### config.mk
export PLATFORM = sky130hd
export DESIGN_NAME = fb_ram_arbiter
export DESIGN_NICKNAME = d
export VERILOG_FILES = /design/src/rtl/fb_pkg.sv /design/src/rtl/fb_rd_tag_pipe.sv /design/src/rtl/fb_ram_arbiter.sv
export SDC_FILE = /design/constraint.sdc
export NUM_CORES = 1
export LEC_CHECK = 0
export CAP_MARGIN = 20
export CORE_AREA = 2 2 79 81
export DETAILED_ROUTE_END_ITERATION = 7
export DIE_AREA = 0 0 81 83
export PLACE_DENSITY = 0.83
export SETUP_SLACK_MARGIN = 0.2
export SLEW_MARGIN = 10
export SYNTH_ARGS = -nofsm -noshare
export SYNTH_HDL_FRONTEND = slang
export SYNTH_HIERARCHICAL = 1
export SYNTH_SLANG_ARGS = --single-unit
### constraint.sdc
create_clock -name clock -period 3.5 [get_ports clock]
set_input_delay 0.525 -clock clock [delete_from_list [all_inputs] [get_ports clock]]
set_output_delay 0.525 -clock clock [all_outputs]
set_load 0.1 [all_outputs]
### src/rtl/fb_pkg.sv
// Shared constants and types for the frame-buffer RAM arbiter slice.
package fb_pkg;
  localparam int FB_PIXELS = 76800;
  localparam int FB_ADDR_W = 19;
  localparam int FB_DATA_W = 8;

  localparam logic PORT_A = 1'b0;
  localparam logic PORT_B = 1'b1;

  typedef enum logic {ST_INIT, ST_RUN} fb_state_t;

  typedef struct packed {
    logic valid;
    logic port;
  } fb_tag_t;
endpackage

### src/rtl/fb_rd_tag_pipe.sv
// Read-return tag delay line: carries {valid, port} and a force-zero flag
// alongside the RAM read latency; synchronous flush empties it.
module fb_rd_tag_pipe import fb_pkg::*; #(
  parameter int DEPTH = 2
) (
  input  logic    clock,
  input  logic    reset,
  input  logic    flush,
  input  fb_tag_t tag_in,
  input  logic    zero_in,
  output fb_tag_t tag_out,
  output logic    zero_out
);
  fb_tag_t          tag_q [DEPTH];
  logic [DEPTH-1:0] zero_q;

  always_ff @(posedge clock or negedge reset) begin
    if (!reset) begin
      for (int i = 0; i < DEPTH; i++) tag_q[i] <= '0;
      zero_q <= '0;
    end else if (flush) begin
      for (int i = 0; i < DEPTH; i++) tag_q[i] <= '0;
      zero_q <= '0;
    end else begin
      tag_q[0]  <= tag_in;
      zero_q[0] <= zero_in;
      for (int i = 1; i < DEPTH; i++) begin
        tag_q[i]  <= tag_q[i-1];
        zero_q[i] <= zero_q[i-1];
      end
    end
  end

  assign tag_out  = tag_q[DEPTH-1];
  assign zero_out = zero_q[DEPTH-1];
endmodule

### src/rtl/fb_ram_arbiter.sv
// Shares the init-loaded frame-buffer RAM between a high-priority display
// reader (A) and a read/write port (B) with a starvation guard for B.
module fb_ram_arbiter import fb_pkg::*; #(
  parameter int ADDR_W       = FB_ADDR_W,
  parameter int DATA_W       = FB_DATA_W,
  parameter int PIXELS       = FB_PIXELS,
  parameter int READ_LATENCY = 2,
  parameter int STARVE_LIMIT = 8
) (
  input  logic              clock,
  input  logic              reset,
  input  logic              init_done,
  input  logic              a_req,
  input  logic [ADDR_W-1:0] a_addr,
  output logic              a_gnt,
  output logic              a_rvalid,
  output logic [DATA_W-1:0] a_rdata,
  input  logic              b_req,
  input  logic              b_we,
  input  logic [ADDR_W-1:0] b_addr,
  input  logic [DATA_W-1:0] b_wdata,
  output logic              b_gnt,
  output logic              b_rvalid,
  output logic [DATA_W-1:0] b_rdata,
  output logic              b_err,
  output logic [ADDR_W-1:0] ram_address,
  output logic [DATA_W-1:0] ram_data,
  output logic              ram_wren,
  input  logic [DATA_W-1:0] ram_q
);
  localparam int                CNT_W    = $clog2(STARVE_LIMIT + 1);
  localparam logic [ADDR_W-1:0] ADDR_LIM = ADDR_W'(PIXELS);
  localparam logic [CNT_W-1:0]  CNT_MAX  = CNT_W'(STARVE_LIMIT);

  fb_state_t         state_q, state_nxt;
  logic              run, flush, a_win, b_win;
  logic              a_in_range, b_in_range;
  logic [CNT_W-1:0]  starve_cnt;
  fb_tag_t           iss_tag, ret_tag;
  logic              iss_zero, ret_zero;
  logic [DATA_W-1:0] a_rdata_q, b_rdata_q, ret_dat;

  always_ff @(posedge clock or negedge reset) begin
    if (!reset) state_q <= ST_INIT;
    else        state_q <= state_nxt;
  end

  // Grants are also gated by init_done so nothing is accepted in the
  // cycle whose reads the flush would drop.
  always_comb begin
    state_nxt = state_q;
    run       = 1'b0;
    a_win     = 1'b0;
    b_win     = 1'b0;
    case (state_q)
      ST_INIT: if (init_done)  state_nxt = ST_RUN;
      ST_RUN:  if (!init_done) state_nxt = ST_INIT;
      default: state_nxt = ST_INIT;
    endcase
    run   = (state_q == ST_RUN) && init_done;
    a_win = run && a_req && !(b_req && (starve_cnt == CNT_MAX));
    b_win = run && b_req && !a_win;
  end

  assign flush      = (state_nxt == ST_INIT);
  assign a_gnt      = a_win;
  assign b_gnt      = b_win;
  assign a_in_range = (a_addr < ADDR_LIM);
  assign b_in_range = (b_addr < ADDR_LIM);

  always_ff @(posedge clock or negedge reset) begin
    if (!reset) begin
      starve_cnt  <= '0;
      ram_address <= '0;
      ram_data    <= '0;
      ram_wren    <= 1'b0;
      b_err       <= 1'b0;
      iss_tag     <= '0;
      iss_zero    <= 1'b0;
    end else begin
      ram_wren <= 1'b0;
      b_err    <= 1'b0;
      iss_tag  <= '0;
      iss_zero <= 1'b0;

      if (!run || b_win || !b_req) starve_cnt <= '0;
      else if (a_win && starve_cnt != CNT_MAX) starve_cnt <= starve_cnt + 1'b1;

      if (flush) begin
        iss_tag <= '0;
      end else if (a_win) begin
        // Out-of-range display reads still return (as zero) to keep timing fixed.
        iss_tag  <= '{valid: 1'b1, port: PORT_A};
        iss_zero <= !a_in_range;
        if (a_in_range) ram_address <= a_addr;
      end else if (b_win) begin
        if (!b_in_range) begin
          b_err <= 1'b1;
        end else begin
          ram_address <= b_addr;
          if (b_we) begin
            ram_data <= b_wdata;
            ram_wren <= 1'b1;
          end else begin
            iss_tag <= '{valid: 1'b1, port: PORT_B};
          end
        end
      end
    end
  end

  fb_rd_tag_pipe #(.DEPTH(READ_LATENCY)) u_tag_pipe (
    .clock    (clock),
    .reset    (reset),
    .flush    (flush),
    .tag_in   (iss_tag),
    .zero_in  (iss_zero),
    .tag_out  (ret_tag),
    .zero_out (ret_zero)
  );

  assign ret_dat  = ret_zero ? '0 : ram_q;
  assign a_rvalid = ret_tag.valid && (ret_tag.port == PORT_A);
  assign b_rvalid = ret_tag.valid && (ret_tag.port == PORT_B);
  assign a_rdata  = a_rvalid ? ret_dat : a_rdata_q;
  assign b_rdata  = b_rvalid ? ret_dat : b_rdata_q;

  always_ff @(posedge clock or negedge reset) begin
    if (!reset) begin
      a_rdata_q <= '0;
      b_rdata_q <= '0;
    end else begin
      if (a_rvalid) a_rdata_q <= ret_dat;
      if (b_rvalid) b_rdata_q <= ret_dat;
    end
  end
endmodule
==> flow_metrics.env, run 1 <==
export IMPL_synth_area_leaders="dfrtp_1 56%, mux2_2 11%, mux2_4 9.2%"
export IMPL_multi_input_area_mm2=0.00103
export IMPL_worstSetupPathType="in -> out"
export IMPL_fillerInstances=489
export IMPL_track_usage=0.181
export IMPL_gp_congestion=0.780
export IMPL_final_cells=396
export IMPL_fmax_mhz=395
export IMPL_synth_area_mm2=0.00262
export IMPL_rsz0062_at_grt="false"
export IMPL_ctsLongestPathBuffers=2
export IMPL_ys_seq_area_frac=0.564
export IMPL_seq_power_share=0.320
export IMPL_peakVddDrop_uv=617
export IMPL_cap_violations=0
export IMPL_final_nets=378
export IMPL_crit_start="b_req"
export IMPL_synth_edff_count=0
export IMPL_antenna_found_initial=0
export IMPL_slew_violations=0
export IMPL_grt_overflow=0
export IMPL_combPwrFrac=0.444
export IMPL_initial_utilization=0.451
export IMPL_cts_buffers=9
export IMPL_cts_resized=0
export IMPL_htreeDepth=3
export IMPL_antenna_cells=0
export IMPL_synthFlopType="dfrtp_1"
export IMPL_critPathCaptureType="primary output"
export IMPL_yosysMostFrequentCell="dfrtp_1"
export IMPL_die_w_um=81
export IMPL_tightestPinTransition_ns=1.01
export IMPL_drive_gt1_frac=0.274
export IMPL_synth_area_leader_cell="dfrtp_1"
export IMPL_grt_pass1_wl_um=9260
export IMPL_place_inst=380
export IMPL_yosys_warnings=6
export IMPL_cp_depth=5
export IMPL_p_sw_w=0.00118
export IMPL_grt_pass1_vias=1881
export IMPL_place_ws_ns=0.845
export IMPL_final_hold_violation_count=0
export IMPL_ys_ff_latch=59
export IMPL_io_pins=109
export IMPL_drc=0
export IMPL_dp_hpwl_um=4340
export IMPL_regToRegStartpoint="starve_cnt[0]$_DFFE_PN0P_"
export IMPL_hold_buffers=0
export IMPL_ff2ff_setup_slack_ns=1.25
export IMPL_critPathLaunchType="input port"
export IMPL_placementRows=28
export IMPL_powerDensity_mw_per_mm2=668
export IMPL_setup_viol=0
export IMPL_clk_pin_slew_ns=0.07
export IMPL_viasPerCell=4.75
export IMPL_required_ns=2.97
export IMPL_p_leak_nw=1.81
export IMPL_die_area_mm2=0.00672
export IMPL_drtIter0Drc=66
export IMPL_rr_worst_depth=7
export IMPL_syn_area_per_cell_um2=12.9
export IMPL_clock_power_share=0.237
export IMPL_r2r_end="ram_address[2]$_DFFE_PN0P_"
export IMPL_seq_area_mm2=0.00148
export IMPL_endpoint="a_gnt"
export IMPL_post_cts_buffers=0
export IMPL_root_buffer="clkbuf_8"
export IMPL_swShare=0.455
export IMPL_synth_nets=265
export IMPL_internal_power_w=0.00141
export IMPL_synth_top_area_frac=0.564
export IMPL_fin_skew_ns=0.00943
export IMPL_fin_crit_ns=2.53
export IMPL_synth_cell_types=30
export IMPL_status="complete, no violations"
export IMPL_cts_num_sinks=59
export IMPL_cp_top_family="buffers and inverters"
export IMPL_core_area_mm2=0.00582
export IMPL_wirelength_um=5740
export IMPL_crit_fanout=20
export IMPL_dieHeight_um=83
export IMPL_port_buffers=108
export IMPL_critPathSlowestCell="clkdlybuf4s50_1"
export IMPL_async_reset_ff_frac=1.00
export IMPL_synthTopCellsByCount="59 x dfrtp_1, 26 x mux2_2, 22 x nand2_1"
export IMPL_worstPathCellList="clkdlybuf4s50_1, nand4b_4, nand4_4, inv_1, buf_4"
export IMPL_grt_max_degree=36
export IMPL_hp_class="in -> async"
export IMPL_slew_headroom=0.324
export IMPL_slowest_delay_ns=0.48
export IMPL_firstDrtPassIters=4
export IMPL_antenna_left=0
export IMPL_period_share=0.723
export IMPL_wire_per_inst_um=14.5
export IMPL_worstSkewPairLatency_ns=0.33
export IMPL_cts_tree="done"
export IMPL_worstPathArrival_ns=2.01
export IMPL_syn_inst=203
export IMPL_area_growth_pct=48.2
export IMPL_cp_num_buf_inv=3
export IMPL_worst_slack_ns=0.968
export IMPL_dr_total_vias=1881
[worst min path at each step]
stage                                              from                         endpoint  slack, ns  depth (start not counted)
after floorplan                                   reset           a_rdata_q[0]$_DFF_PN0_       0.23                          0
after global placement    u_tag_pipe/tag_q[3]$_DFF_PN0_  u_tag_pipe/tag_out[1]$_DFF_PN0_       0.45                          1
after detailed placement  u_tag_pipe/tag_q[3]$_DFF_PN0_  u_tag_pipe/tag_out[1]$_DFF_PN0_       0.45                          1
after CTS                                         reset       ram_address[2]$_DFFE_PN0P_       0.28                          1
after global routing                              reset       ram_address[2]$_DFFE_PN0P_       0.31                          1
final                                             reset       ram_address[1]$_DFFE_PN0P_       0.26                          1
[registers in the layout (all words and copies together), names as in the netlist]
| name | flops |
|---|---|
| u_tag_pipe/zero_q | 2 |
| iss_tag | 2 |
| ram_data | 8 |
| ram_address | 19 |
| b_err | 1 |
| b_rdata_q | 8 |
| iss_zero | 1 |
| a_rdata_q | 8 |
| state_q | 1 |
| u_tag_pipe/tag_out | 2 |
| starve_cnt | 4 |
| u_tag_pipe/tag_q | 2 |
| ram_wren | 1 |
[power groups by stage]
stage | clock, W | combinational [W] | sequential (W)
2_1_floorplan | 0 | 0.000322 | 0.00137
3_3_place_gp | 0 | 0.00115 | 0.000838
3_5_place_dp | 0 | 0.00116 | 0.000840
4_1_cts | 0.000633 | 0.00116 | 0.000829
5_1_grt | 0.000673 | 0.00118 | 0.000838
6_report | 0.000614 | 0.00115 | 0.000829
[through the flow]
stage	hold slack [ns]	power (W)	TNS (ns)	area, µm²	util
2_1_floorplan	0.229	0.00169	-0.714	2620	-
3_3_place_gp	0.449	0.00198	0	3680	0.633
3_5_place_dp	0.451	0.00200	0	3680	0.633
4_1_cts	0.283	0.00262	0	3880	0.668
5_1_grt	0.307	0.00269	0	3880	0.668
6_report	0.264	0.00259	0	3880	0.668
[area by class of cell]
class | instances | area share
Clock inverter | 7 | 0.0197
Sequential cell | 59 | 0.380
Tap cell | 75 | 0.0242
Clock buffer | 9 | 0.0319
Inverter | 10 | 0.00967
Multi-Input combinational cell | 126 | 0.266
Timing Repair Buffer | 110 | 0.268
[cells by family after synthesis]
logic type | count (synthesis) | synth area share
DFF | 59 | 0.564
xor gates and xnor gates | 2 | 0.00669
and+or+nand+nor | 55 | 0.116
AOI/OAI and AO/OA | 25 | 0.0587
muxes | 42 | 0.203
buffers and inverters | 18 | 0.0420
adders and majority gates | 2 | 0.00955
[per-layer routing]
| layer | vias up | share of wire | track usage |
|---|---|---|---|
| met5 | - | 0 | 0 |
| li1 | 915 | - | - |
| met4 | 0 | 0.015 | 0.0786 |
| met3 | 10 | 0.041 | 0.0478 |
| met2 | 50 | 0.53 | 0.297 |
| met1 | 906 | 0.41 | 0.222 |
[cells in the final DEF (no fill, tap or decap), drive strengths merged, types with 3 or more instances in the layout]
cell type,instances
nor2b,7
nand2,22
nand2b,9
dfrtp,59
mux2,42
clkbuf,9
nand3,3
clkdlybuf4s50,87
a21oi,4
nor2,9
inv,12
o21ai,18
buf,23
Note: power is estimated with default switching activity, not from simulation.
==> run 2: changes to the inputs <==
--- a/config.mk
+++ b/config.mk
@@ -6,10 +6,10 @@
 export NUM_CORES = 1
 export LEC_CHECK = 0
 export CAP_MARGIN = 20
-export CORE_AREA = 2 2 79 81
+export CORE_AREA = 2 2 85 87
 export DETAILED_ROUTE_END_ITERATION = 7
-export DIE_AREA = 0 0 81 83
-export PLACE_DENSITY = 0.83
+export DIE_AREA = 0 0 87 89
+export PLACE_DENSITY = 0.76
 export SETUP_SLACK_MARGIN = 0.2
 export SLEW_MARGIN = 10
 export SYNTH_ARGS = -nofsm -noshare
==> constraint.sdc (replaced) <==
create_clock -name clock -period 2.1 [get_ports clock]
set_input_delay 0.315 -clock clock [delete_from_list [all_inputs] [get_ports clock]]
set_output_delay 0.315 -clock clock [all_outputs]
set_load 0.1 [all_outputs]
==> flow_metrics.env, run 2 (synthesized netlist as in run 1, its figures left out) <==
export IMPL_powerDensity_mw_per_mm2=982
export IMPL_crit_fanout=3
export IMPL_placementRows=30
export IMPL_final_cells=420
export IMPL_worstPathArrival_ns=1.60
export IMPL_drc=0
export IMPL_fmax_mhz=522
export IMPL_die_w_um=87
export IMPL_antenna_cells=0
export IMPL_combPwrFrac=0.481
export IMPL_root_buffer="clkbuf_8"
export IMPL_port_buffers=108
export IMPL_period_share=0.913
export IMPL_cts_buffers=9
export IMPL_route_met2_wl_um=3160
export IMPL_min_delay_start="iss_tag[0]$_DFF_PN0_"
export IMPL_multi_input_area_mm2=0.00113
export IMPL_cap_violations=0
export IMPL_wire_per_inst_um=14.0
export IMPL_track_usage=0.164
export IMPL_cts_tree="done"
export IMPL_seq_area_mm2=0.00148
export IMPL_final_core_util=0.649
export IMPL_endpoint="b_gnt"
export IMPL_wirelength_um=5870
export IMPL_wl_met1_um=2320
export IMPL_rr_worst_depth=8
export IMPL_dp_hpwl_um=4520
export IMPL_grt_max_degree=27
export IMPL_place_ws_ns=-0.178
export IMPL_p_total_w=0.00428
export IMPL_io_pins=109
export IMPL_worst_slack_ns=0.183
export IMPL_final_hold_violation_count=0
export IMPL_gp_congestion=0.759
export IMPL_crit_start="b_req"
export IMPL_slew_headroom=0.677
export IMPL_largest_register_ffs=19
export IMPL_grt_overflow=0
export IMPL_final_nets=398
export IMPL_core_area_mm2=0.00672
export IMPL_firstDrtPassIters=4
export IMPL_drive_gt1_frac=0.444
export IMPL_area_growth_pct=66.5
export IMPL_viasPerCell=4.66
export IMPL_grt_pass1_wl_um=9600
export IMPL_dieHeight_um=89
export IMPL_setup_viol=0
export IMPL_antenna_left=0
export IMPL_htreeDepth=3
export IMPL_final_common_cell="dfrtp_1"
export IMPL_cts_num_sinks=59
export IMPL_tightestPinTransition_ns=0.484
export IMPL_required_ns=1.78
export IMPL_initial_utilization=0.390
export IMPL_worstSetupPathType="in -> out"
export IMPL_dr_total_vias=1958
export IMPL_fin_skew_ns=0.00470
export IMPL_critPathCaptureType="primary output"
export IMPL_largest_register="ram_address"
export IMPL_hp_class="reg -> reg"
export IMPL_critPathLaunchType="input port"
export IMPL_worstSkewPairLatency_ns=0.32
export IMPL_r2r_end="ram_address[7]$_DFFE_PN0P_"
export IMPL_clk_pin_slew_ns=0.06
export IMPL_antenna_found_initial=0
export IMPL_slew_violations=0
export IMPL_totalNegativeSetupSlack_ns=0
export IMPL_clock_power_share=0.196
export IMPL_dr_wl_met3_um=281
export IMPL_fin_crit_ns=1.92
export IMPL_place_inst=393
export IMPL_final_cell_mix="59 x dfrtp_1, 58 x clkdlybuf4s50_1, 40 x buf_4, 25 x mux2_2, 24 x buf_12"
export IMPL_seq_power_share=0.323
export IMPL_die_area_mm2=0.00774
export IMPL_p_sw_w=0.00193
export IMPL_ff2ff_setup_slack_ns=0.29
export IMPL_top_layer="met4"
export IMPL_grt_pass1_vias=2049
export IMPL_fillerInstances=524
export IMPL_p_leak_nw=2.10
export IMPL_peakVddDrop_uv=558
export IMPL_status="complete, no violations"
export IMPL_drtIter0Drc=34
export IMPL_regToRegStartpoint="starve_cnt[1]$_DFFE_PN0P_"
export IMPL_internal_power_w=0.00235
export IMPL_ctsLongestPathBuffers=2
export IMPL_rsz0062_at_grt="true"
export IMPL_swShare=0.451
-- run 2: changes by cell type in the layout (fill, tap and decap cells not counted), moves of 5 or more --
| cell | delta |
|---|---|
| clkdlybuf4s50_1 | -29 |
| o21ai_0 | -14 |
| buf_4 | +18 |
| o21ai_2 | +12 |
| buf_6 | +5 |
| buf_12 | +24 |
-- run 2: worst max-delay path, cell delays in order --
cell and delay, ns:
clkdlybuf4s50_1 0.57, nand4b_4 0.17, a21oi_4 0.17, buf_6 0.11, buf_6 0.09, buf_12 0.16
-- run 2: power by group through the flow --
stage | registers, W | logic [W] | clock network [W]
finish | 0.00138 | 0.00206 | 0.000839
global route | 0.00140 | 0.00212 | 0.000937
CTS | 0.00138 | 0.00207 | 0.000872
detailed placement | 0.00140 | 0.00205 | 0
global placement | 0.00140 | 0.00204 | 0
floorplan | 0.00228 | 0.000567 | 0
-- run 2: layout make-up --
cell class / count / area share
Sequential cell: 59 / 0.338
Timing Repair Buffer: 130 / 0.334
Multi-Input combinational cell: 126 / 0.258
Clock buffer: 12 / 0.0333
Tap cell: 80 / 0.0229
Inverter: 10 / 0.00947
Clock inverter: 3 / 0.00344
-- run 2: what timing repair did --
item	in CTS	in global routing
endpoints found under the hold margin	19	0
cloned	0	1
resized for setup	6	9
endpoints found under the setup margin	27	34
pin swaps	4	2
setup buffers	9	1
hold buffers	1	0
-- run 2: routing by layer --
metal | track usage | vias to the layer above
met5 | 0 | -
met3 | 0.0619 | 8
met1 | 0.183 | 945
li1 | - | 951
met2 | 0.289 | 54
met4 | 0.0568 | 0
-- run 2: worst min path at each step --
stage / endpoint / slack, ns / cells past startpoint
floorplan: a_rdata_q[0]$_DFF_PN0_ / 0.02 / 0
global placement: ram_address[18]$_DFFE_PN0P_ / 0.31 / 1
detailed placement: ram_address[18]$_DFFE_PN0P_ / 0.31 / 1
CTS: u_tag_pipe/tag_q[2]$_DFF_PN0_ / 0.47 / 1
global route: u_tag_pipe/tag_q[2]$_DFF_PN0_ / 0.48 / 1
finish: u_tag_pipe/tag_q[2]$_DFF_PN0_ / 0.46 / 1
-- run 2: per-stage QoR --
step,hold WS [ns],instance area [µm²]
2_1_floorplan,0.0194,2680
3_5_place_dp,0.308,4010
6_report,0.465,4360
5_1_grt,0.480,4360
4_1_cts,0.469,4290
3_3_place_gp,0.308,4010
